<file path="config.mk">
export PLATFORM = sky130hd
export DESIGN_NAME = replay_scheduler_flat
export DESIGN_NICKNAME = d
export VERILOG_FILES = /design/src/rtl/replay_pkg.sv /design/src/rtl/replay_scheduler_if.sv /design/src/rtl/replay_timer.sv /design/src/rtl/replay_scheduler.sv /design/src/flat_wrapper.sv
export SDC_FILE = /design/constraint.sdc
export NUM_CORES = 1
export LEC_CHECK = 0
export ABC_CLOCK_PERIOD_IN_PS = 10770
export CAP_MARGIN = 40
export CORE_AREA = 3 3 99 101
export DETAILED_ROUTE_END_ITERATION = 16
export DIE_AREA = 0 0 102 104
export PLACE_DENSITY = 0.87
export RECOVER_POWER = 50
export SYNTH_ARGS = -nofsm -noshare
export SYNTH_HDL_FRONTEND = slang
export SYNTH_SLANG_ARGS = --single-unit
</file>
<file path="constraint.sdc">
create_clock -name clk -period 10.77 [get_ports clk]
set_input_delay 1.077 -clock clk [delete_from_list [all_inputs] [get_ports clk]]
set_output_delay 1.077 -clock clk [all_outputs]
set_load 0.03 [all_outputs]
</file>
<file path="src/rtl/replay_pkg.sv">
// -----------------------------------------------------------------------------
// replay_pkg
// Shared definitions for the data-link replay scheduler: DLLP type codes,
// scheduler state encoding, default sequence width and the modulo sequence
// difference helper.
// No ports (package).
// -----------------------------------------------------------------------------
package replay_pkg;

   localparam int SEQ_W_DEF = 12;

   localparam logic [1:0] DLLP_ACK = 2'b01;
   localparam logic [1:0] DLLP_NAK = 2'b10;

   typedef enum logic [1:0] {
      IDLE       = 2'd0,
      WAIT       = 2'd1,
      REPLAY_REQ = 2'd2,
      REPLAY     = 2'd3
   } state_e;

   // (a - b) mod 2^w, carried in a 32-bit container; callers narrow to SEQ_W.
   function automatic logic [31:0] seq_diff(input logic [31:0] a,
                                            input logic [31:0] b,
                                            input int          w);
      logic [31:0] mask_v;
      if (w >= 32) begin
         mask_v = 32'hFFFF_FFFF;
      end else begin
         mask_v = (32'd1 << w) - 32'd1;
      end
      return (a - b) & mask_v;
   endfunction

endpackage

</file>
<file path="src/rtl/replay_scheduler_if.sv">
// -----------------------------------------------------------------------------
// replay_scheduler_if
// Bundles the transmit handshake, DLLP receive inputs and replay-buffer
// command/status signals of the replay scheduler.
// Modports:
//   master : the scheduler (drives tx_ready, next_seq, purge_*, rep_start,
//            rep_count, rep_busy, ackd_seq, seq_err, retrain_req)
//   slave  : link/buffer side (drives tx_valid, dllp_*, rep_done)
// -----------------------------------------------------------------------------
interface replay_scheduler_if #(
   parameter int SEQ_W = replay_pkg::SEQ_W_DEF
);
   logic             tx_valid;
   logic             tx_ready;
   logic [SEQ_W-1:0] next_seq;
   logic             dllp_valid;
   logic [1:0]       dllp_type;
   logic [SEQ_W-1:0] dllp_seq;
   logic             purge_valid;
   logic [SEQ_W-1:0] purge_count;
   logic             rep_start;
   logic [SEQ_W-1:0] rep_count;
   logic             rep_busy;
   logic             rep_done;
   logic [SEQ_W-1:0] ackd_seq;
   logic             seq_err;
   logic             retrain_req;

   modport master (
      input  tx_valid, dllp_valid, dllp_type, dllp_seq, rep_done,
      output tx_ready, next_seq, purge_valid, purge_count, rep_start,
             rep_count, rep_busy, ackd_seq, seq_err, retrain_req
   );

   modport slave (
      output tx_valid, dllp_valid, dllp_type, dllp_seq, rep_done,
      input  tx_ready, next_seq, purge_valid, purge_count, rep_start,
             rep_count, rep_busy, ackd_seq, seq_err, retrain_req
   );
endinterface

</file>
<file path="src/rtl/replay_timer.sv">
// -----------------------------------------------------------------------------
// replay_timer
// Replay timer: counts clock cycles while enabled, returns to zero on clear.
// Ports:
//   clk, rst : clock, synchronous active-high reset
//   clear    : force the count to zero (wins over enable)
//   enable   : count this cycle
//   expired  : count has reached TIMEOUT-1 while enabled
// -----------------------------------------------------------------------------
module replay_timer #(
   parameter int TIMEOUT = 1000,
   parameter int TIMER_W = 16
) (
   input  logic clk,
   input  logic rst,
   input  logic clear,
   input  logic enable,
   output logic expired
);

   logic [TIMER_W-1:0] count_r;

   // Cycle counter with clear priority over enable.
   always_ff @(posedge clk) begin
      if (rst) begin
         count_r <= {TIMER_W{1'b0}};
      end else if (clear) begin
         count_r <= {TIMER_W{1'b0}};
      end else if (enable) begin
         count_r <= count_r + {{(TIMER_W-1){1'b0}}, 1'b1};
      end
   end

   // Expiry is flagged on the last counted cycle so the replay request is
   // registered exactly TIMEOUT cycles after the timer was last zeroed.
   assign expired = enable & (count_r == TIMER_W'(TIMEOUT - 1));

endmodule

</file>
<file path="src/rtl/replay_scheduler.sv">
// -----------------------------------------------------------------------------
// replay_scheduler
// Data-link replay controller: numbers outgoing packets, tracks the window
// between the last acknowledged and next-to-send sequence numbers, and turns
// ACK/NAK DLLPs and replay-timer expiry into purge and replay commands.
// Ports:
//   clk, rst : clock, synchronous active-high reset
//   bus      : replay_scheduler_if.master (tx handshake, DLLP input,
//              purge/replay commands, status pulses)
// Optional feature: define REPLAY_SCHED_RETRAIN_EN to count consecutive
// replays in a 2-bit counter and pulse retrain_req on its rollover.
// -----------------------------------------------------------------------------
module replay_scheduler
   import replay_pkg::*;
#(
   parameter int SEQ_W   = SEQ_W_DEF,
   parameter int DEPTH   = 16,
   parameter int TIMEOUT = 1000,
   parameter int TIMER_W = 16
) (
   input  logic               clk,
   input  logic               rst,
   replay_scheduler_if.master bus
);

   localparam logic [1:0] S_IDLE       = IDLE;
   localparam logic [1:0] S_WAIT       = WAIT;
   localparam logic [1:0] S_REPLAY_REQ = REPLAY_REQ;
   localparam logic [1:0] S_REPLAY     = REPLAY;

   localparam logic [SEQ_W-1:0] SEQ_ZERO = {SEQ_W{1'b0}};
   localparam logic [SEQ_W-1:0] SEQ_ONE  = {{(SEQ_W-1){1'b0}}, 1'b1};

   logic [SEQ_W-1:0] next_seq_r, ackd_seq_r, purge_count_r, rep_count_r;
   logic [1:0]       state_r;
   logic             tx_ready_r, purge_valid_r, rep_start_r, rep_busy_r;
   logic             seq_err_r, nak_pend_r;

   logic             tx_acc_s, dllp_ok_s, in_win_s, progress_s, nak_s;
   logic             expired_s, timer_clr_s, timer_en_s, enter_req_s;
   logic [SEQ_W-1:0] out_s, d_s, rem_out_s, next_seq_nxt_s, ackd_nxt_s, out_nxt_s;
   logic [1:0]       state_nxt_s;
   logic             nak_pend_nxt_s;

   // Window arithmetic; all DLLP checks use the pre-update values.
   assign tx_acc_s       = bus.tx_valid & tx_ready_r;
   assign out_s          = next_seq_r - ackd_seq_r - SEQ_ONE;
   assign d_s            = SEQ_W'(seq_diff(32'(bus.dllp_seq), 32'(ackd_seq_r), SEQ_W));
   assign dllp_ok_s      = bus.dllp_valid &
                           ((bus.dllp_type == DLLP_ACK) | (bus.dllp_type == DLLP_NAK));
   assign in_win_s       = (d_s <= out_s);
   assign progress_s     = dllp_ok_s & in_win_s & (d_s != SEQ_ZERO);
   assign nak_s          = dllp_ok_s & in_win_s & (bus.dllp_type == DLLP_NAK);
   // Packets still outstanding once this cycle's purge is applied, not
   // counting a packet accepted in the same cycle.
   assign rem_out_s      = progress_s ? (out_s - d_s) : out_s;
   assign next_seq_nxt_s = next_seq_r + (tx_acc_s ? SEQ_ONE : SEQ_ZERO);
   assign ackd_nxt_s     = progress_s ? bus.dllp_seq : ackd_seq_r;
   assign out_nxt_s      = next_seq_nxt_s - ackd_nxt_s - SEQ_ONE;

   // Next-state and pending-NAK logic.
   always_comb begin
      state_nxt_s    = state_r;
      nak_pend_nxt_s = nak_pend_r;
      case (state_r)
         S_IDLE: begin
            if (tx_acc_s) begin
               state_nxt_s = S_WAIT;
            end else begin
               state_nxt_s = S_IDLE;
            end
         end
         S_WAIT: begin
            // A NAK outranks everything; forward progress suppresses a
            // coincident timeout.
            if (nak_s && (rem_out_s != SEQ_ZERO)) begin
               state_nxt_s = S_REPLAY_REQ;
            end else if (out_nxt_s == SEQ_ZERO) begin
               state_nxt_s = S_IDLE;
            end else if (expired_s && !progress_s) begin
               state_nxt_s = S_REPLAY_REQ;
            end else begin
               state_nxt_s = S_WAIT;
            end
         end
         S_REPLAY_REQ: begin
            state_nxt_s    = S_REPLAY;
            nak_pend_nxt_s = nak_pend_r | nak_s;
         end
         S_REPLAY: begin
            if (bus.rep_done) begin
               nak_pend_nxt_s = 1'b0;
               if ((nak_pend_r || nak_s) && (out_nxt_s != SEQ_ZERO)) begin
                  state_nxt_s = S_REPLAY_REQ;
               end else if (out_nxt_s != SEQ_ZERO) begin
                  state_nxt_s = S_WAIT;
               end else begin
                  state_nxt_s = S_IDLE;
               end
            end else begin
               state_nxt_s    = S_REPLAY;
               nak_pend_nxt_s = nak_pend_r | nak_s;
            end
         end
         default: begin
            state_nxt_s    = S_IDLE;
            nak_pend_nxt_s = 1'b0;
         end
      endcase
   end

   assign enter_req_s = (state_nxt_s == S_REPLAY_REQ);
   // Timer restarts on forward progress and on every entry to WAIT; it is
   // held at zero in every other state.
   assign timer_clr_s = progress_s | (state_r != S_WAIT) | (state_nxt_s != S_WAIT);
   assign timer_en_s  = (state_r == S_WAIT);

   replay_timer #(
      .TIMEOUT (TIMEOUT),
      .TIMER_W (TIMER_W)
   ) u_timer (
      .clk     (clk),
      .rst     (rst),
      .clear   (timer_clr_s),
      .enable  (timer_en_s),
      .expired (expired_s)
   );

   // Scheduler state and registered outputs.
   always_ff @(posedge clk) begin
      if (rst) begin
         next_seq_r    <= SEQ_ZERO;
         ackd_seq_r    <= {SEQ_W{1'b1}};
         state_r       <= S_IDLE;
         nak_pend_r    <= 1'b0;
         tx_ready_r    <= 1'b1;
         purge_valid_r <= 1'b0;
         purge_count_r <= SEQ_ZERO;
         seq_err_r     <= 1'b0;
         rep_start_r   <= 1'b0;
         rep_busy_r    <= 1'b0;
         rep_count_r   <= SEQ_ZERO;
      end else begin
         next_seq_r    <= next_seq_nxt_s;
         ackd_seq_r    <= ackd_nxt_s;
         state_r       <= state_nxt_s;
         nak_pend_r    <= nak_pend_nxt_s;
         tx_ready_r    <= (out_nxt_s < SEQ_W'(DEPTH)) &&
                          (state_nxt_s != S_REPLAY_REQ) && (state_nxt_s != S_REPLAY);
         purge_valid_r <= progress_s;
         purge_count_r <= progress_s ? d_s : SEQ_ZERO;
         seq_err_r     <= dllp_ok_s & ~in_win_s;
         rep_start_r   <= enter_req_s;
         rep_busy_r    <= (state_nxt_s == S_REPLAY_REQ) || (state_nxt_s == S_REPLAY);
         if (enter_req_s) begin
            rep_count_r <= rem_out_s;
         end
      end
   end

`ifdef REPLAY_SCHED_RETRAIN_EN
   logic [1:0] replay_num_r;
   logic       retrain_req_r;

   // Consecutive-replay counter; forward progress restarts the count.
   always_ff @(posedge clk) begin
      if (rst) begin
         replay_num_r  <= 2'd0;
         retrain_req_r <= 1'b0;
      end else if (enter_req_s) begin
         replay_num_r  <= (progress_s ? 2'd0 : replay_num_r) + 2'd1;
         retrain_req_r <= ~progress_s & (replay_num_r == 2'd3);
      end else begin
         replay_num_r  <= progress_s ? 2'd0 : replay_num_r;
         retrain_req_r <= 1'b0;
      end
   end

   assign bus.retrain_req = retrain_req_r;
`else
   assign bus.retrain_req = 1'b0;
`endif

   assign bus.tx_ready    = tx_ready_r;
   assign bus.next_seq    = next_seq_r;
   assign bus.ackd_seq    = ackd_seq_r;
   assign bus.purge_valid = purge_valid_r;
   assign bus.purge_count = purge_count_r;
   assign bus.seq_err     = seq_err_r;
   assign bus.rep_start   = rep_start_r;
   assign bus.rep_busy    = rep_busy_r;
   assign bus.rep_count   = rep_count_r;

endmodule

</file>
<file path="src/flat_wrapper.sv">
// flat-port wrapper written by rule: the top's interface ports become plain ports
module replay_scheduler_flat import replay_pkg::*;
#(
   parameter int SEQ_W   = SEQ_W_DEF,
   parameter int DEPTH   = 16,
   parameter int TIMEOUT = 1000,
   parameter int TIMER_W = 16
)
  (clk, rst, bus_tx_valid, bus_dllp_valid, bus_dllp_type, bus_dllp_seq, bus_rep_done, bus_tx_ready, bus_next_seq, bus_purge_valid, bus_purge_count, bus_rep_start, bus_rep_count, bus_rep_busy, bus_ackd_seq, bus_seq_err, bus_retrain_req);
  replay_scheduler_if #(.SEQ_W(SEQ_W)) bus_i ();
  input  logic clk;
  input  logic rst;
  input wire logic [$bits(bus_i.tx_valid)-1:0] bus_tx_valid;
  input wire logic [$bits(bus_i.dllp_valid)-1:0] bus_dllp_valid;
  input wire logic [$bits(bus_i.dllp_type)-1:0] bus_dllp_type;
  input wire logic [$bits(bus_i.dllp_seq)-1:0] bus_dllp_seq;
  input wire logic [$bits(bus_i.rep_done)-1:0] bus_rep_done;
  output wire logic [$bits(bus_i.tx_ready)-1:0] bus_tx_ready;
  output wire logic [$bits(bus_i.next_seq)-1:0] bus_next_seq;
  output wire logic [$bits(bus_i.purge_valid)-1:0] bus_purge_valid;
  output wire logic [$bits(bus_i.purge_count)-1:0] bus_purge_count;
  output wire logic [$bits(bus_i.rep_start)-1:0] bus_rep_start;
  output wire logic [$bits(bus_i.rep_count)-1:0] bus_rep_count;
  output wire logic [$bits(bus_i.rep_busy)-1:0] bus_rep_busy;
  output wire logic [$bits(bus_i.ackd_seq)-1:0] bus_ackd_seq;
  output wire logic [$bits(bus_i.seq_err)-1:0] bus_seq_err;
  output wire logic [$bits(bus_i.retrain_req)-1:0] bus_retrain_req;
  assign bus_i.tx_valid = bus_tx_valid;
  assign bus_i.dllp_valid = bus_dllp_valid;
  assign bus_i.dllp_type = bus_dllp_type;
  assign bus_i.dllp_seq = bus_dllp_seq;
  assign bus_i.rep_done = bus_rep_done;
  assign bus_tx_ready = bus_i.tx_ready;
  assign bus_next_seq = bus_i.next_seq;
  assign bus_purge_valid = bus_i.purge_valid;
  assign bus_purge_count = bus_i.purge_count;
  assign bus_rep_start = bus_i.rep_start;
  assign bus_rep_count = bus_i.rep_count;
  assign bus_rep_busy = bus_i.rep_busy;
  assign bus_ackd_seq = bus_i.ackd_seq;
  assign bus_seq_err = bus_i.seq_err;
  assign bus_retrain_req = bus_i.retrain_req;
  replay_scheduler #(.SEQ_W(SEQ_W), .DEPTH(DEPTH), .TIMEOUT(TIMEOUT), .TIMER_W(TIMER_W)) u_core (.clk(clk), .rst(rst), .bus(bus_i));
endmodule
</file>
==> run metrics, run 1 <==
status=finished, final reports clean; post-synthesis async set-or-reset flop share=0%; Peak VDD IR=between 0.07 and 0.08 mV; Place WS=between 1500 and 2000 ps; register area=0.00144 mm²; die area=approximately 0.011 mm²; post-synth top area cell=dfxtp_1; Layout area overhead=18.7%; reg-to-reg startpoint=u_core.bus.ackd_seq[0]; slowest CP cell=a41oi_4; I/O pins=between 70 and 80; Core Area=about 0.0091 mm²; Vias per Instance=around 6.1; critical path arrival=between 9000 and 10000 ps; Slew Limit Fails=0; vias in the first global route=4892; Fmax achieved=0.113 GHz; Congestion Overflow GR=0; syn_area_per_cell=between 8 and 9 µm²; HPWL Detailed=~11000 µm; post-cts hold buffer count=0; R2R Path End=u_core.bus.rep_count[4]; CP Launch Type=input port; largest net degree at the start of global routing=32; Synthesis Warnings=0; initial antenna violation count=0; clock slew at the register clock pins of the worst setup and hold paths=roughly 90 ps; nets@finish=about 800; Leak=approximately 0.0029 µW; GP Congestion=a little under 1; number of failing hold endpoints at the final stage=0; setup TNS=0 ps; Final WS setup=~1900 ps; Clock Sinks=72; Iteration-0 DRC Markers=about 280; WP data required=between 10000 and 15000 ps; Min-Delay Endpoint=u_core.u_timer.count_r[0]; Final setup viols=0; post-cts resize count=0; critical path endpoint category=register; R2R Setup Slk=around 2500 ps; sequential element share of the synthesized area=~27%; Max-cap violations=0; Post-synth top cells=nor2_1, dfxtp_1, ha_1, nand2_1, inv_1; Synth Register Bits=between 70 and 80; worst hold path type=reg2reg; Tot GR Track Use=between 20% and 30%; Synth Cell Area=between 0.005 and 0.006 mm²; Port Buffers=71; Area contributors post-synth=dfxtp_1, ha_1, nor2_1; worst-path fanout max=23; Hold Crit Depth=1; site row count=35; Post-CTS Setup Bufs=0; clk_lat worst skew=~360 ps; TritonRoute pass-1 iters=5; cell count after synthesis=644; Die Wd=102 µm; clock skew=between 10 and 15 ps; WL/cell=about 17 µm; hold path start=u_core.u_timer.count_r[0]; CTS tree=built; Initial Util=between 50% and 60%; layout cells sized above 1=6.56%; htree depth=3; CTS Buffer Depth=2; fillers=724; count leader, synth=nor2_1; pwr/cell area=slightly above 90 mW/mm²; Num CTS Buffers=9; worst reg2reg path depth=32; main flop type after synthesis=dfxtp_1; Die H=about 100 µm; Ant. Diodes=0; post-route ant nets=0; first-pass GRT wire length=approximately 23000 µm; slew at the pin with the worst max-slew slack=about 1400 ps; vias=around 5000; Final min period=approximately 8900 ps; Hold Slack=464 ps; post-synth cell types=between 70 and 80; Root Driver=clkbuf_8; relative slew slack=6.52%; Post-synth EDFFs=0; multi-input combinational cell area=about 0.0037 mm²; drt total wl=14000 µm; Syn Nets=roughly 720; Largest stage delay, worst path=560 ps; DRC Markers=0; kind of critical path=in2reg; Yosys top cell area share=a little over a quarter; RSZ-0062 raised after global routing=false; final worst-path cycle share=a little over 80%; most used cell along the critical path=a21oi_1
registers in the layout, summed over array words and instances (netlist names), 2 cells and up:
register and cells:
u_core.bus.ackd_seq 12, u_core.bus.rep_count 12, u_core.bus.purge_count 12, u_core.bus.next_seq 12, u_core.state_r 2, u_core.u_timer.count_r 16
cell families (layout without fill, tap and decap cells):
logic type | after synthesis | in the layout | share of synthesized area, %
XOR/XNOR | 54 | 54 | 8.85
AO/OA/AOI/OAI | 124 | 124 | 17.3
flip-flops | 72 | 72 | 27.0
multiplexers | 27 | 27 | 5.71
adder cells (fa/ha/maj) | 53 | 53 | 13.0
buffers and inverters | 60 | 133 | 4.63
other | 1 | 1 | 0.0702
AND/OR/NAND/NOR | 253 | 253 | 23.5
layout make-up:
class                           count  share of cell area (%)
Clock inverter                      7                    1.34
Timing Repair Buffer               75                    11.5
Clock buffer                        9                    1.95
Inverter                           42                    2.48
Sequential cell                    72                    22.7
Tap cell                          111                    2.19
Multi-Input combinational cell    512                    57.8
through the flow:
step                util (%)  std cells  instance area [µm²]  power [µW]
floorplan                  -        644                 5350         327
global placement        67.3        810                 6130         349
detailed placement      67.3        810                 6130         351
CTS                     69.6        826                 6340         581
global route            69.7        828                 6340         604
finish                  69.7        828                 6340         578
placed cells by master (no fill, tap or decap), drive strengths merged, types with 16 or more instances in the layout:
master         count
dfxtp             72
ha                49
dlygate4sd3       54
clkdlybuf4s50     17
nand2             49
inv               46
a21oi             33
xnor2             21
xor2              33
o21ai             16
mux2i             17
nor2              95
per-layer routing:
layer	vias up	wire (µm)	GRT usage, %
li1	2419	-	-
met1	2372	5710	34.3
met2	216	6690	44.2
met3	34	1100	3.96
met4	0	488	11.2
met5	-	0	0
worst max-delay path by stage:
stage / from / endpoint / slack [ps] / cells past startpoint
after floorplan: bus_dllp_seq[4] / u_core.bus.rep_count[10] / 3040 / 31
after CTS: bus_dllp_seq[0] / u_core.bus.rep_count[4] / 1950 / 30
final: bus_dllp_seq[0] / u_core.bus.rep_count[4] / 1890 / 32
after global placement: bus_dllp_seq[0] / u_core.bus.rep_count[3] / 1930 / 30
after global routing: bus_dllp_seq[0] / u_core.bus.rep_count[4] / 1440 / 32
after detailed placement: bus_dllp_seq[0] / u_core.bus.rep_count[4] / 1580 / 30
worst max-delay path, delay by kind of cell:
kind / cells / cell delay [ps]
AO/OA/AOI/OAI: 13 / 3250
adder cells (fa/ha/maj): 4 / 1340
buffers and inverters: 6 / 1330
AND/OR/NAND/NOR: 6 / 1190
multiplexers: 2 / 520
XOR/XNOR: 1 / 380
where the power goes:
part	total (µW)	leakage, µW	internal, µW	switching (µW)
Clock	231	0.000100	112	119
Sequential	269	0.000581	268	1.77
Combinational	77.6	0.00218	31.6	46.0
Note: power is estimated with default switching activity, not from simulation.
==> run 2: changes to the inputs <==
- ABC_CLOCK_PERIOD_IN_PS: 10770 -> 8000
- CORE_AREA: 3 3 99 101 -> 3 3 107 109
- DIE_AREA: 0 0 102 104 -> 0 0 110 112
- PLACE_DENSITY: 0.87 -> 0.8
- clock period: 10.77 -> 8 ns (I/O delays scaled with it)
==> run metrics, run 2 (synthesis gave the netlist of run 1 again) <==
status=finished, final reports clean; clk_lat worst skew=between 300 and 400 ps; Vias per Instance=around 5.8; Fmax achieved=between 0.1 and 0.15 GHz; pwr/cell area=between 100 and 150 mW/mm²; GP Congestion=~1; WL/cell=16.7 µm; Tot Pwr=a little over 700 µW; number of failing hold endpoints at the final stage=0; relative slew slack=23.5%; slew at the pin with the worst max-slew slack=between 1000 and 1500 ps; Final setup viols=0; Congestion Overflow GR=0; Clock Sinks=72; number of flip-flops in the largest register=16; Post-Route M1 WL=about 6400 µm; Layout area overhead=21.5%; fillers=between 900 and 1000; Initial Util=around 50%; Max-cap violations=0; Top Layer Used=met4; Port Buffers=71; Num CTS Buffers=9; CTS tree=built; Final min period=7580 ps; met2 WL=just under 7000 µm; largest net degree at the start of global routing=26; area of placed instances=~0.0062 mm²; CP Launch Type=input port; nets@finish=796; worst hold path type=reg2reg; Leak=just under 0.003 µW; Largest stage delay, worst path=roughly 460 ps; post-route ant nets=0; final worst-path cycle share=a little over nine tenths; htree depth=3; TritonRoute pass-1 iters=5; most common cell after layout, fill and taps aside=nor2_1; initial antenna violation count=0; Die H=approximately 110 µm; most frequent cells in the layout=nor2_1, dfxtp_1, dlygate4sd3_1; site row count=38; worst-path fanout max=7; Ant. Diodes=0; WP data required=8250 ps; CTS Buffer Depth=2; clock skew=between 10 and 15 ps; dpl cells=848; Die Wd=roughly 110 µm; drt total wl=approximately 14000 µm; critical path endpoint category=register; slowest CP cell=clkdlybuf4s50_1; Tot GR Track Use=23.9%; DRC Markers=0; I/O pins=73; critical path arrival=around 7800 ps; kind of critical path=in2reg; vias=slightly above 5000; Peak VDD IR=approximately 0.059 mV; Root Driver=clkbuf_8; HPWL Detailed=11300 µm; Core Area=~0.011 mm²; Slew Limit Fails=0; die area=0.0123 mm²; clock slew at the register clock pins of the worst setup and hold paths=70 ps; first-pass GRT wire length=23300 µm; metal3 WL=between 800 and 900 µm; vias in the first global route=4971; final std cells w/o fill=around 870; RSZ-0062 raised after global routing=false; Biggest register=u_core.u_timer.count_r; design area=approximately 0.0065 mm²; layout cells sized above 1=around 9%; Iteration-0 DRC Markers=387
-- run 2: cell types whose count changed in the layout (fill, tap and decap cells not counted), sizes merged --
cell,previous run,this run
clkinv,0,3
nand3b,1,2
clkinvlp,2,0
bufinv,1,0
clkdlybuf4s50,17,16
buf,1,13
clkbuf,12,14
inv,46,42
dlygate4sd3,54,55
-- run 2: power by group --
part           internal (µW)  switching [µW]  total (µW)
Sequential               360            2.50         363
Combinational           46.0            63.5         110
Clock                    119             135         254
Total                    525             201         726
-- run 2: worst max-delay path: cells and delay by family --
kind,cells,cell delay (ps)
AND/OR/NAND/NOR,8,1430
AO/OA/AOI/OAI,13,2630
adder cells (fa/ha/maj),4,1410
buffers and inverters,5,1040
multiplexers,2,480
-- run 2: path summary, 6_finish.rpt --
| check | start | end | slack, ps | cells past startpoint |
|---|---|---|---|---|
| min reg2reg | u_core.u_timer.count_r[0] | u_core.u_timer.count_r[0] | 450 | 1 |
| min | u_core.u_timer.count_r[0] | u_core.u_timer.count_r[0] | 450 | 1 |
| max | bus_dllp_seq[4] | u_core.bus.rep_count[4] | 420 | 32 |
| max reg2reg | u_core.bus.ackd_seq[0] | u_core.bus.rep_count[4] | 530 | 33 |
-- run 2: layer usage --
layer,vias to the layer above,global-route usage (%)
met5,-,0
met4,0,12.2
met3,43,3.42
met2,205,38.2
met1,2391,31.1
li1,2434,-
-- run 2: layout make-up --
cell class              count  area (µm²)  share of cell area (%)
clock buffers              12         145                    2.24
clock inverters             3        18.8                   0.289
inverters                  42         158                    2.43
multi-input cells         513        3740                    57.6
flip-flops and latches     72        1440                    22.2
well taps                 140         175                    2.70
repair buffers             86         816                    12.6
-- run 2: repair_timing --
action	4_1_cts	5_1_grt
resized for setup	0	14
setup buffers	0	4
endpoints found under the setup margin	0	30
hold buffers	0	0
-- run 2: per-stage QoR --
stage / setup WS, ps / utilization [%] / TNS, ps / hold WS (ps)
final: 415 / 60.7 / 0 / 453
after global routing: 8.97 / 60.7 / 0 / 484
after CTS: 234 / 59.9 / 0 / 454
after detailed placement: -125 / 58.4 / -749 / 444
after global placement: 183 / 58.2 / 0 / 430
after floorplan: 550 / - / 0 / 419
==> run 3: changes to the inputs <==
- CAP_MARGIN: 40 -> 20
- CORE_AREA: 3 3 107 109 -> 2 2 106 108
- CTS_CLUSTER_SIZE: not set -> 10
- DIE_AREA: 0 0 110 112 -> 0 0 108 110
==> run metrics, run 3 (synthesis gave the netlist of run 1 again) <==
status=finished, final reports clean; post-route ant nets=0; Port Buffers=71; I/O pins=73; WP buf/inv=6; Tot GR Track Use=about a quarter; Final setup viols=0; CTS tree=built; vias in the first global route=slightly above 5000; number of flip-flops in the largest register=16; R2R Setup Slk=~200 ps; clock slew at the register clock pins of the worst setup and hold paths=approximately 80 ps; most used cell along the critical path=a21oi_1; Die Wd=around 110 µm; relative slew slack=a little under a fifth; Root Driver=clkbuf_8; clock skew=approximately 4.6 ps; htree depth=3; Largest stage delay, worst path=roughly 470 ps; final worst-path cycle share=between 90% and 100%; number of failing hold endpoints at the final stage=0; Iteration-0 DRC Markers=about 430; first-pass GRT wire length=about 24000 µm; nets@finish=795; CP Launch Type=input port; WP data required=roughly 8300 ps; critical path arrival=slightly above 8000 ps; HPWL Detailed=around 11000 µm; drt total wl=roughly 15000 µm; Biggest register=u_core.u_timer.count_r; largest net degree at the start of global routing=30; post-cts hold buffer count=0; Congestion Overflow GR=0; Min-Delay Endpoint=u_core.bus.rep_count[11]; Fmax achieved=about 0.13 GHz; Leak=between 0.002 and 0.003 µW; GP Congestion=between 0.9 and 1; TritonRoute pass-1 iters=5; worst reg2reg path depth=33; post-layout util=between 60% and 70%; Die H=110 µm; Clock Sinks=72; Max-cap violations=0; Final min period=between 7000 and 8000 ps; most common cell after layout, fill and taps aside=nor2_1; Layout area overhead=21.6%; kind of critical path=in2reg; Peak VDD IR=between 0.07 and 0.08 mV; layout cells sized above 1=approximately 8.5%; Slew Limit Fails=0; Vias per Instance=slightly below 6; slew at the pin with the worst max-slew slack=1210 ps; critical path endpoint category=register; Crit. Startpoint=bus_dllp_seq[4]; worst hold path type=reg2reg; site row count=38; reg-to-reg startpoint=u_core.bus.ackd_seq[0]; pwr/cell area=~120 mW/mm²; Initial Util=~50%; dpl cells=approximately 850; DRC Markers=0; die area=0.0119 mm²; CP delay by family, top=compound AO/OA/AOI/OAI gates; design area=~0.0065 mm²; slowest CP cell=clkdlybuf4s50_1; hold path start=u_core.bus.rep_count[11]; initial antenna violation count=0; Core Area=0.0107 mm²; final std cells w/o fill=approximately 870; Hold Crit Depth=2; Ant. Diodes=0; Num CTS Buffers=9; WL/cell=17.3 µm; clk_lat worst skew=370 ps; most frequent cells in the layout=nor2_1, dfxtp_1, dlygate4sd3_1; CTS Buffer Depth=2; vias=between 5000 and 6000; worst-path fanout max=7; area of placed instances=around 0.0062 mm²; R2R Path End=u_core.bus.rep_count[3]
==> run 3: tightest hold or removal path: stages (launching register included) <==
cell and delay, ps:
dfxtp_1 320, nand2_1 50, mux2i_1 50
==> run 3: power breakdown <==
group	internal, µW	total (µW)	switching [µW]
clock network	144	289	145
registers	360	363	2.59
logic	46.2	111	64.5
total	551	763	212
==> run 3: how the worst max path moves through the flow <==
stage	endpoint	slack, ps	cells after the start
floorplan	u_core.bus.rep_count[10]	550	31
global placement	u_core.bus.rep_count[3]	180	31
detailed placement	u_core.bus.rep_count[4]	-20	30
CTS	u_core.bus.rep_count[3]	350	30
global route	u_core.bus.rep_count[3]	-120	33
finish	u_core.bus.rep_count[3]	210	32
==> run 3: stage by stage <==
step	TNS (ps)	total power (µW)	setup slack (ps)	hold slack (ps)
6_report	0	763	206	466
5_1_grt	-1140	792	-124	480
4_1_cts	0	764	348	471
3_5_place_dp	-45.1	477	-22.8	460
3_3_place_gp	0	474	177	431
2_1_floorplan	0	441	550	419
==> run 3: per-layer routing <==
layer / part of all wire, % / vias to the layer above / routed length (µm) / GRT usage [%]
met2: 47 / 245 / 7110 / 44.3
met4: 3.0 / 0 / 444 / 11.0
li1: - / 2433 / - / -
met5: 0 / - / 0 / 0
met1: 42 / 2407 / 6360 / 31.8
met3: 7.3 / 41 / 1090 / 3.82
==> run 3: final cells by class <==
type / count / area [µm²]
Timing Repair Buffer: 85 / 812
Clock inverter: 4 / 55.1
Tap cell: 140 / 175
Fill cell: 913 / 4200
Sequential cell: 72 / 1440
Multi-Input combinational cell: 513 / 3730
Clock buffer: 11 / 131
Inverter: 42 / 158
==> run 3: repair_timing <==
| action | CTS | global route |
|---|---|---|
| setup buffers | 0 | 4 |
| resized for setup | 0 | 10 |
| endpoints found under the hold margin | 0 | 0 |
| setup endpoints to repair | 0 | 30 |
